[src/rtl/mul_error_accum.sv]
// mul_error_accum
// Error statistics collector for a 4x4 approximate multiplier. Each accepted
// sample (a, b, result) is compared against the exact product; the block
// accumulates sample count, error count, max/sum of error distance and,
// optionally, the sum of relative errors in unsigned Q8.8.
//
// Optional feature macro: MUL_ERR_REL_EN
//   defined   -> DIV state with a bit-serial restoring divider computing
//                floor(ed*256/exact), accumulated into sum_rel.
//   undefined -> no divider, every sample goes straight to ACC, sum_rel = 0.
//
// All counters and sums saturate at all-ones. clr clears synchronously and
// wins over an accept; rst_n clears asynchronously.

module mul_error_accum #(
  parameter int SUM_W = 24
) (
  input  logic             clk,
  input  logic             rst_n,
  input  logic             clr,
  input  logic             in_valid,
  output logic             in_ready,
  input  logic [3:0]       a,
  input  logic [3:0]       b,
  input  logic [7:0]       result,
  output logic             busy,
  output logic [8:0]       sample_cnt,
  output logic [8:0]       err_cnt,
  output logic [7:0]       max_ed,
  output logic [15:0]      sum_ed,
  output logic [SUM_W-1:0] sum_rel
);

`ifdef MUL_ERR_REL_EN
  typedef enum logic [1:0] {
    IDLE = 2'd0,
    DIV  = 2'd1,
    ACC  = 2'd2
  } state_t;
`else
  typedef enum logic [1:0] {
    IDLE = 2'd0,
    ACC  = 2'd2
  } state_t;
`endif

  state_t      state_reg;
  logic [7:0]  ed_reg;
  logic [8:0]  sample_cnt_reg;
  logic [8:0]  err_cnt_reg;
  logic [7:0]  max_ed_reg;
  logic [15:0] sum_ed_reg;

  logic [7:0]  exact_calc;
  logic [7:0]  ed_calc;
  logic        accept;

  logic [8:0]  sample_cnt_next;
  logic [8:0]  err_cnt_next;
  logic [7:0]  max_ed_next;
  logic [16:0] sum_ed_wide;
  logic [15:0] sum_ed_next;

`ifdef MUL_ERR_REL_EN
  // Divider state: quot_reg starts as the dividend {ed, 8'h00} and has
  // quotient bits shifted in from the right, one per DIV cycle.
  logic [7:0]       exact_reg;
  logic [15:0]      quot_reg;
  logic [7:0]       rem_reg;
  logic [3:0]       div_cnt_reg;
  logic [SUM_W-1:0] sum_rel_reg;

  logic [8:0]       rem_shift;
  logic [7:0]       rem_sub;
  logic             div_ge;
  logic [7:0]       rem_next;
  logic [SUM_W:0]   sum_rel_wide;
  logic [SUM_W-1:0] sum_rel_next;
`endif

  // Exact product and absolute error distance of the offered sample.
  always_comb begin
    exact_calc = {4'd0, a} * {4'd0, b};
    if (result >= exact_calc) begin
      ed_calc = result - exact_calc;
    end else begin
      ed_calc = exact_calc - result;
    end
  end

  // rst_n gates in_ready so it reads 0 for the whole reset interval.
  assign in_ready = (state_reg == IDLE) && !clr && rst_n;
  assign accept   = in_valid && in_ready;
  assign busy     = (state_reg != IDLE);

  // Saturating next values for the accumulators, consumed in ACC.
  always_comb begin
    sample_cnt_next = (&sample_cnt_reg) ? sample_cnt_reg : sample_cnt_reg + 9'd1;
    if ((ed_reg != 8'd0) && !(&err_cnt_reg)) begin
      err_cnt_next = err_cnt_reg + 9'd1;
    end else begin
      err_cnt_next = err_cnt_reg;
    end
    sum_ed_wide = {1'b0, sum_ed_reg} + {9'd0, ed_reg};
    sum_ed_next = sum_ed_wide[16] ? 16'hFFFF : sum_ed_wide[15:0];
    max_ed_next = (ed_reg > max_ed_reg) ? ed_reg : max_ed_reg;
  end

`ifdef MUL_ERR_REL_EN
  // One restoring-division step plus saturating relative-error sum.
  always_comb begin
    rem_shift = {rem_reg, quot_reg[15]};
    div_ge    = (rem_shift >= {1'b0, exact_reg});
    // The true difference is below exact (<= 255), so 8 bits suffice.
    rem_sub   = rem_shift[7:0] - exact_reg;
    rem_next  = div_ge ? rem_sub : rem_shift[7:0];
    sum_rel_wide = {1'b0, sum_rel_reg} + {{(SUM_W-15){1'b0}}, quot_reg};
    sum_rel_next = sum_rel_wide[SUM_W] ? {SUM_W{1'b1}} : sum_rel_wide[SUM_W-1:0];
  end

  assign sum_rel = sum_rel_reg;
`else
  assign sum_rel = '0;
`endif

  assign sample_cnt = sample_cnt_reg;
  assign err_cnt    = err_cnt_reg;
  assign max_ed     = max_ed_reg;
  assign sum_ed     = sum_ed_reg;

  // Control FSM and accumulators; clr aborts any sample and zeroes everything.
  always_ff @(posedge clk or negedge rst_n) begin
    if (!rst_n) begin
      state_reg      <= IDLE;
      ed_reg         <= 8'd0;
      sample_cnt_reg <= 9'd0;
      err_cnt_reg    <= 9'd0;
      max_ed_reg     <= 8'd0;
      sum_ed_reg     <= 16'd0;
`ifdef MUL_ERR_REL_EN
      exact_reg      <= 8'd0;
      quot_reg       <= 16'd0;
      rem_reg        <= 8'd0;
      div_cnt_reg    <= 4'd0;
      sum_rel_reg    <= '0;
`endif
    end else if (clr) begin
      state_reg      <= IDLE;
      ed_reg         <= 8'd0;
      sample_cnt_reg <= 9'd0;
      err_cnt_reg    <= 9'd0;
      max_ed_reg     <= 8'd0;
      sum_ed_reg     <= 16'd0;
`ifdef MUL_ERR_REL_EN
      exact_reg      <= 8'd0;
      quot_reg       <= 16'd0;
      rem_reg        <= 8'd0;
      div_cnt_reg    <= 4'd0;
      sum_rel_reg    <= '0;
`endif
    end else begin
      case (state_reg)
        IDLE: begin
          if (accept) begin
            ed_reg <= ed_calc;
`ifdef MUL_ERR_REL_EN
            // Only a nonzero error against a nonzero product needs dividing.
            if ((exact_calc != 8'd0) && (ed_calc != 8'd0)) begin
              exact_reg   <= exact_calc;
              quot_reg    <= {ed_calc, 8'h00};
              rem_reg     <= 8'd0;
              div_cnt_reg <= 4'd0;
              state_reg   <= DIV;
            end else begin
              quot_reg    <= 16'd0;
              state_reg   <= ACC;
            end
`else
            state_reg <= ACC;
`endif
          end
        end
`ifdef MUL_ERR_REL_EN
        DIV: begin
          quot_reg    <= {quot_reg[14:0], div_ge};
          rem_reg     <= rem_next;
          div_cnt_reg <= div_cnt_reg + 4'd1;
          if (div_cnt_reg == 4'd15) begin
            state_reg <= ACC;
          end
        end
`endif
        ACC: begin
          sample_cnt_reg <= sample_cnt_next;
          err_cnt_reg    <= err_cnt_next;
          max_ed_reg     <= max_ed_next;
          sum_ed_reg     <= sum_ed_next;
`ifdef MUL_ERR_REL_EN
          sum_rel_reg    <= sum_rel_next;
`endif
          state_reg      <= IDLE;
        end
        default: begin
          state_reg <= IDLE;
        end
      endcase
    end
  end

endmodule

[config.mk]
export PLATFORM = sky130hd
export DESIGN_NAME = mul_error_accum
export DESIGN_NICKNAME = d
export VERILOG_FILES = /design/src/rtl/mul_error_accum.sv
export SDC_FILE = /design/constraint.sdc
export NUM_CORES = 1
export LEC_CHECK = 0
export CELL_PAD_IN_SITES_DETAIL_PLACEMENT = 2
export CELL_PAD_IN_SITES_GLOBAL_PLACEMENT = 2
export CORE_ASPECT_RATIO = 1.25
export CORE_MARGIN = 3
export CORE_UTILIZATION = 28
export CTS_CLUSTER_DIAMETER = 150
export DETAILED_ROUTE_END_ITERATION = 6
export GPL_ROUTABILITY_DRIVEN = 0
export PLACE_DENSITY_LB_ADDON = 0.1
export SLEW_MARGIN = 20
export SYNTH_ARGS = -nofsm -noshare
export SYNTH_HDL_FRONTEND = slang
export SYNTH_SLANG_ARGS = --single-unit
export TNS_END_PERCENT = 30
[constraint.sdc]
create_clock -name clk -period 2.1 [get_ports clk]
set_input_delay 0.21 -clock clk [delete_from_list [all_inputs] [get_ports clk]]
set_output_delay 0.21 -clock clk [all_outputs]
set_load 0.05 [all_outputs]
# == Word level (Yosys, flattened, before mapping) ==
# Cells that the tools add are included.
# word_totals
register_bits,52
input_bits,20
out_inout_bits,68
elab_cells,56
# classes
addsub,5
multipliers,1
magnitude_cmp,2
eq_ne,3
muxes,19
n_reduce_logical,20
# op_table
cell,n
2-to-1 mux 8 bit,7
2-to-1 mux 9 bit,6
2-to-1 mux 16 bit,3
adder 9 x 1 -> 9 bit (second input constant),2
AND reduction 9 bit,2
adder 16 x 8 -> 17 bit,1
subtractor 8 bit,2
nonzero test 2 bit,6
>= comparator 8 bit,1
> comparator 8 bit,1
multiplier 4 x 4 -> 8 bit,1
AND reduction 2 bit,4
nonzero test 8 bit,1
2-to-1 mux 2 bit,3
logical AND 1 bit,4
!= test 3 bit (second input constant),1
== test 2 bit (second input constant),1
zero test 1 bit,2
zero test 2 bit,1
!= test 2 bit (second input constant),1

# == Logic depth before layout (Yosys ltp) ==
# logic_depth
ltp_word,7
mapped_depth,17

# == Worst setup path after synthesis ==
# OpenSTA, ideal clock, no wires.
# synth_timing
kind,input port to flip-flop
from,input port a[0]
to,register ed_reg[3]
setup_time_ps,129
t_arrival_ps,3926
setup_slack_ps,-1954
path_stages,17
cell_sequence,nand2_1 > fa_1 > inv_1 > fa_1 > inv_1 > fa_1 > inv_1 > a21oi_1 > o21bai_1 > xor2_1 > ha_1 > and3_2 > and2_4 > a221oi_4 > mux2i_1 > xor2_1 > o21ai_1
# synth_via
elab_chain_len,6
# synth_rtl
item,line_no,rtl
"start, declared",23,"input logic [3:0] a,"
multiplier 4 x 4 -> 8 bit (*),83,"exact_calc = {4'd0, a} * {4'd0, b};"
"subtractor 8 bit, or another cell as far along",87,ed_calc = exact_calc - result;
2-to-1 mux 8 bit (*),84,if (result >= exact_calc) begin
2-to-1 mux 8 bit (*),164,if (accept) begin
2-to-1 mux 8 bit (*),162,case (state_reg)
2-to-1 mux 8 bit (*),147,end else if (clr) begin
"end signal, assigned",165,ed_reg <= ed_calc;
"end, declared",48,logic [7:0] ed_reg;
# Every way passes the cells marked *; elsewhere a longest branch is shown, timed or not. The select of a mux whose other input is x is not followed.
# A chain may end at the register's enable or synchronous reset.

# == Worst setup path after layout ==
# layout_timing
from,input port a[2]
to,register ed_reg[7]
# The elaborated chain is that of the path after synthesis.

==> summary.md <==
| Metric | Value |
|---|---|
| CP arrival | `3.97 ns` |
| Mapped cell area | `4090 um^2` |
| Fillers | `1562` |
| Vias in the first global route | `4192` |
| Synth Flop Type | `dfrtp_1` |
| Final hold violations | `0` |
| Synth Instances | `approximately 450` |
| Slowest CP cell | `fa_1` |
| Ant. Diodes | `0` |
| Critical-path cell list | `buf_8 -> nand2_8 -> fa_1 -> inv_2 -> fa_1 -> inv_2 -> fa_2 -> inv_2 -> a21oi_2 -> o21bai_1 -> xor2_1 -> ha_1 -> and3_4 -> and2_4 -> a221oi_4 -> buf_12 -> mux2i_4 -> xnor2_2 -> o21ai_1` |
| Nets | `670` |
| Max-cap check violation count | `0` |
| IO Count | `88` |
| Worst slew pin tran | `0.704 ns` |
| Family with the most delay on the worst path | `adder cells` |
| Worst R2R Start | `ed_reg[0]$_DFFE_PN0P_` |
| Routed len/inst | `about 17 um` |
| Critical R2R Capture | `sum_ed[11]$_DFFE_PN0N_` |
| IO buf count | `63` |
| Area Growth Syn to Fin | `45.8%` |
| Pin count of the biggest net entering global routing | `52` |
| CP endpoint kind | `flop` |
| Setup Viol. Count Final | `9` |
| Status | `finished, violations left` |
| CTS tree | `yes` |
| Die area | `16100 um^2` |
| Root Buffer | `clkbuf_16` |
| Commonest non-fill, non-tap cell in the layout | `buf_4` |
| Leak | `0.00284 uW` |
| Critical path required time | `2.27 ns` |
| Peak supply drop | `0.288 mV` |
| F_max | `0.263 GHz` |
| Sequential share of the synthesized area | `a little under a third` |
| CTS Sinks | `between 50 and 60` |
| Storage cell area | `1280 um^2` |
| DR vias | `3704` |
| Clock Pin Slew Worst Setup and Hold Paths | `0.07 ns` |
| Fin Setup TNS | `-11.73 ns` |
| Most frequent cells in the layout | `buf_4 (92), clkdlybuf4s50_1 (52), dfrtp_1 (48)` |
| Power, Total | `around 3700 uW` |
| Most area-consuming cells after synthesis | `dfrtp_1 (31%), ha_1 (14%), mux2i_1 (5.4%)` |
| TritonRoute pass-1 iters | `4` |
| Rows | `48` |
| Hold Path Class | `primary input to asynchronous set/reset pin` |
| Max reg flops | `16` |
| PD cells | `613 nW/um^2` |
| Maximum clock path buffer count | `2` |
| Final instance area | `~6000 um^2` |
| Iteration-0 DRC count of the detailed router | `122` |
| Synth top area share | `31.2%` |
| Rel. slew slack | `53.1%` |
| GR Util All Layers | `16.6%` |
| Avg Inst Size Synth | `9.19 um^2` |
| Clock Skews | `0.00734 ns` |
| #FFs+latches synth | `between 50 and 60` |
| Final-report max-slew violation count | `0` |
| Dpl hpwl | `10400 um` |
| FFs w/ async S/R, synth | `100%` |
| Yosys cell types | `between 40 and 50` |
| Core ar. | `14100 um^2` |
| GRT overflow | `0` |
| Num CTS Buffers | `5` |
| RSZ-0062 raised after global routing | `true` |
| Failing checks | `setup timing` |
| First-pass GRT wire length | `roughly 21000 um` |
| Period utilisation layout | `181%` |
| Die Y | `141 um` |
| EDFF count, synth | `0` |
| Initial antenna violation count | `1` |
| DRT antenna net count | `0` |
| Crit path launch type | `primary input` |
| Flop2flop setup slack | `-0.04 ns` |
| Fraction of layout cells with a size suffix above 1 | `28.3%` |
| R2R depth | `9` |
| Post-synth top area cell | `dfrtp_1` |
| Initial Util | `between 20% and 30%` |
| Max stage delay on crit path | `~0.54 ns` |
| Top cell by count, worst path | `inv_2` |
| Buf/Inv on CP | `5` |
| Tmin final | `between 3 and 4 ns` |
| DP Area | `around 5500 um^2` |
| Crit Path Category | `primary input to flop` |
| Clk Latency, worst-skew pair | `approximately 0.30 ns` |
| Warnings from Yosys | `0` |
| DR vias/cell | `4.80` |
| Crit-path max FO | `7` |
| Hold Worst Slack | `about 0.13 ns` |
| DRC viols | `0` |
| Final WL | `13200 um` |
| Final setup margin | `-1.70 ns` |
| Die width | `roughly 110 um` |
| Area of the multi-input gates | `2830 um^2` |
| H-tree depth | `2` |
## what timing repair did
action	4_1_cts	5_1_grt
gates cloned	0	1
hold buffers	0	0
pin swaps	27	21
endpoints found under the setup margin	29	33
buffers inserted	2	6
resized for setup	57	30
## kinds of logic after synthesis
| family | after synthesis | share of synthesized area [%] |
|---|---|---|
| xor gates and xnor gates | 29 | 6.21 |
| other | 1 | 0.0917 |
| buffers and inverters | 69 | 8.94 |
| AOI/OAI and AO/OA | 86 | 13.9 |
| DFF | 51 | 31.2 |
| and+or+nand+nor | 133 | 16.5 |
| muxes | 22 | 5.39 |
| adders and majority gates | 54 | 17.8 |
## layer usage
metal	up-vias	global-route usage (%)	routed length (um)
li1	1780	-	-
met1	1853	17.9	5070
met2	57	33.5	7610
met3	12	1.76	339
met4	2	4.19	184
met5	-	0	7
## worst max-delay path by stage
stage          slack (ns)  cells after the start  from               endpoint
2_1_floorplan       -1.70                     16  b[1]  ed_reg[3]$_DFFE_PN0P_
3_3_place_gp        -2.36                     19  a[2]  ed_reg[3]$_DFFE_PN0P_
3_5_place_dp        -2.56                     16  a[2]  ed_reg[7]$_DFFE_PN0P_
4_1_cts             -1.73                     19  b[2]  ed_reg[7]$_DFFE_PN0P_
5_1_grt             -1.87                     19  b[1]  ed_reg[7]$_DFFE_PN0P_
6_report            -1.70                     19  a[2]  ed_reg[7]$_DFFE_PN0P_
## synth_stat cells, types with 6 or more instances
library cell  count
nand2b_1         21
fa_1              7
xnor2_1          14
dfrtp_1          51
nor3_1            6
clkbuf_1          9
o22ai_1           7
xor2_1           15
nand2_1          26
and2_1           13
o21ai_0           8
o21ai_1           8
a21oi_1          22
ha_1             47
mux2i_1          22
nand3_1           7
inv_1            33
nor2_1           36
a21o_1           10
buf_4            24
## power by group
part,switching [uW],internal [uW]
logic,908,822
registers,34.4,1020
clock network,392,478
## stage by stage
stage / std cells / setup WS, ns / util, %
after CTS: 765 / -1.73 / 41.1
after global routing: 772 / -1.87 / 42.4
final: 772 / -1.70 / 42.4
after floorplan: 468 / -1.70 / -
after detailed placement: 755 / -2.56 / 39.0
after global placement: 755 / -2.36 / 39.0
## final cells by class
type / instances / area share (%)
well taps: 175 / 3.67
inverters: 33 / 2.08
flip-flops and latches: 51 / 21.5
repair buffers: 156 / 22.7
multi-input cells: 349 / 47.5
clock buffers: 6 / 2.33
clock inverters: 2 / 0.231
Note: power is estimated with default switching activity, not from simulation.
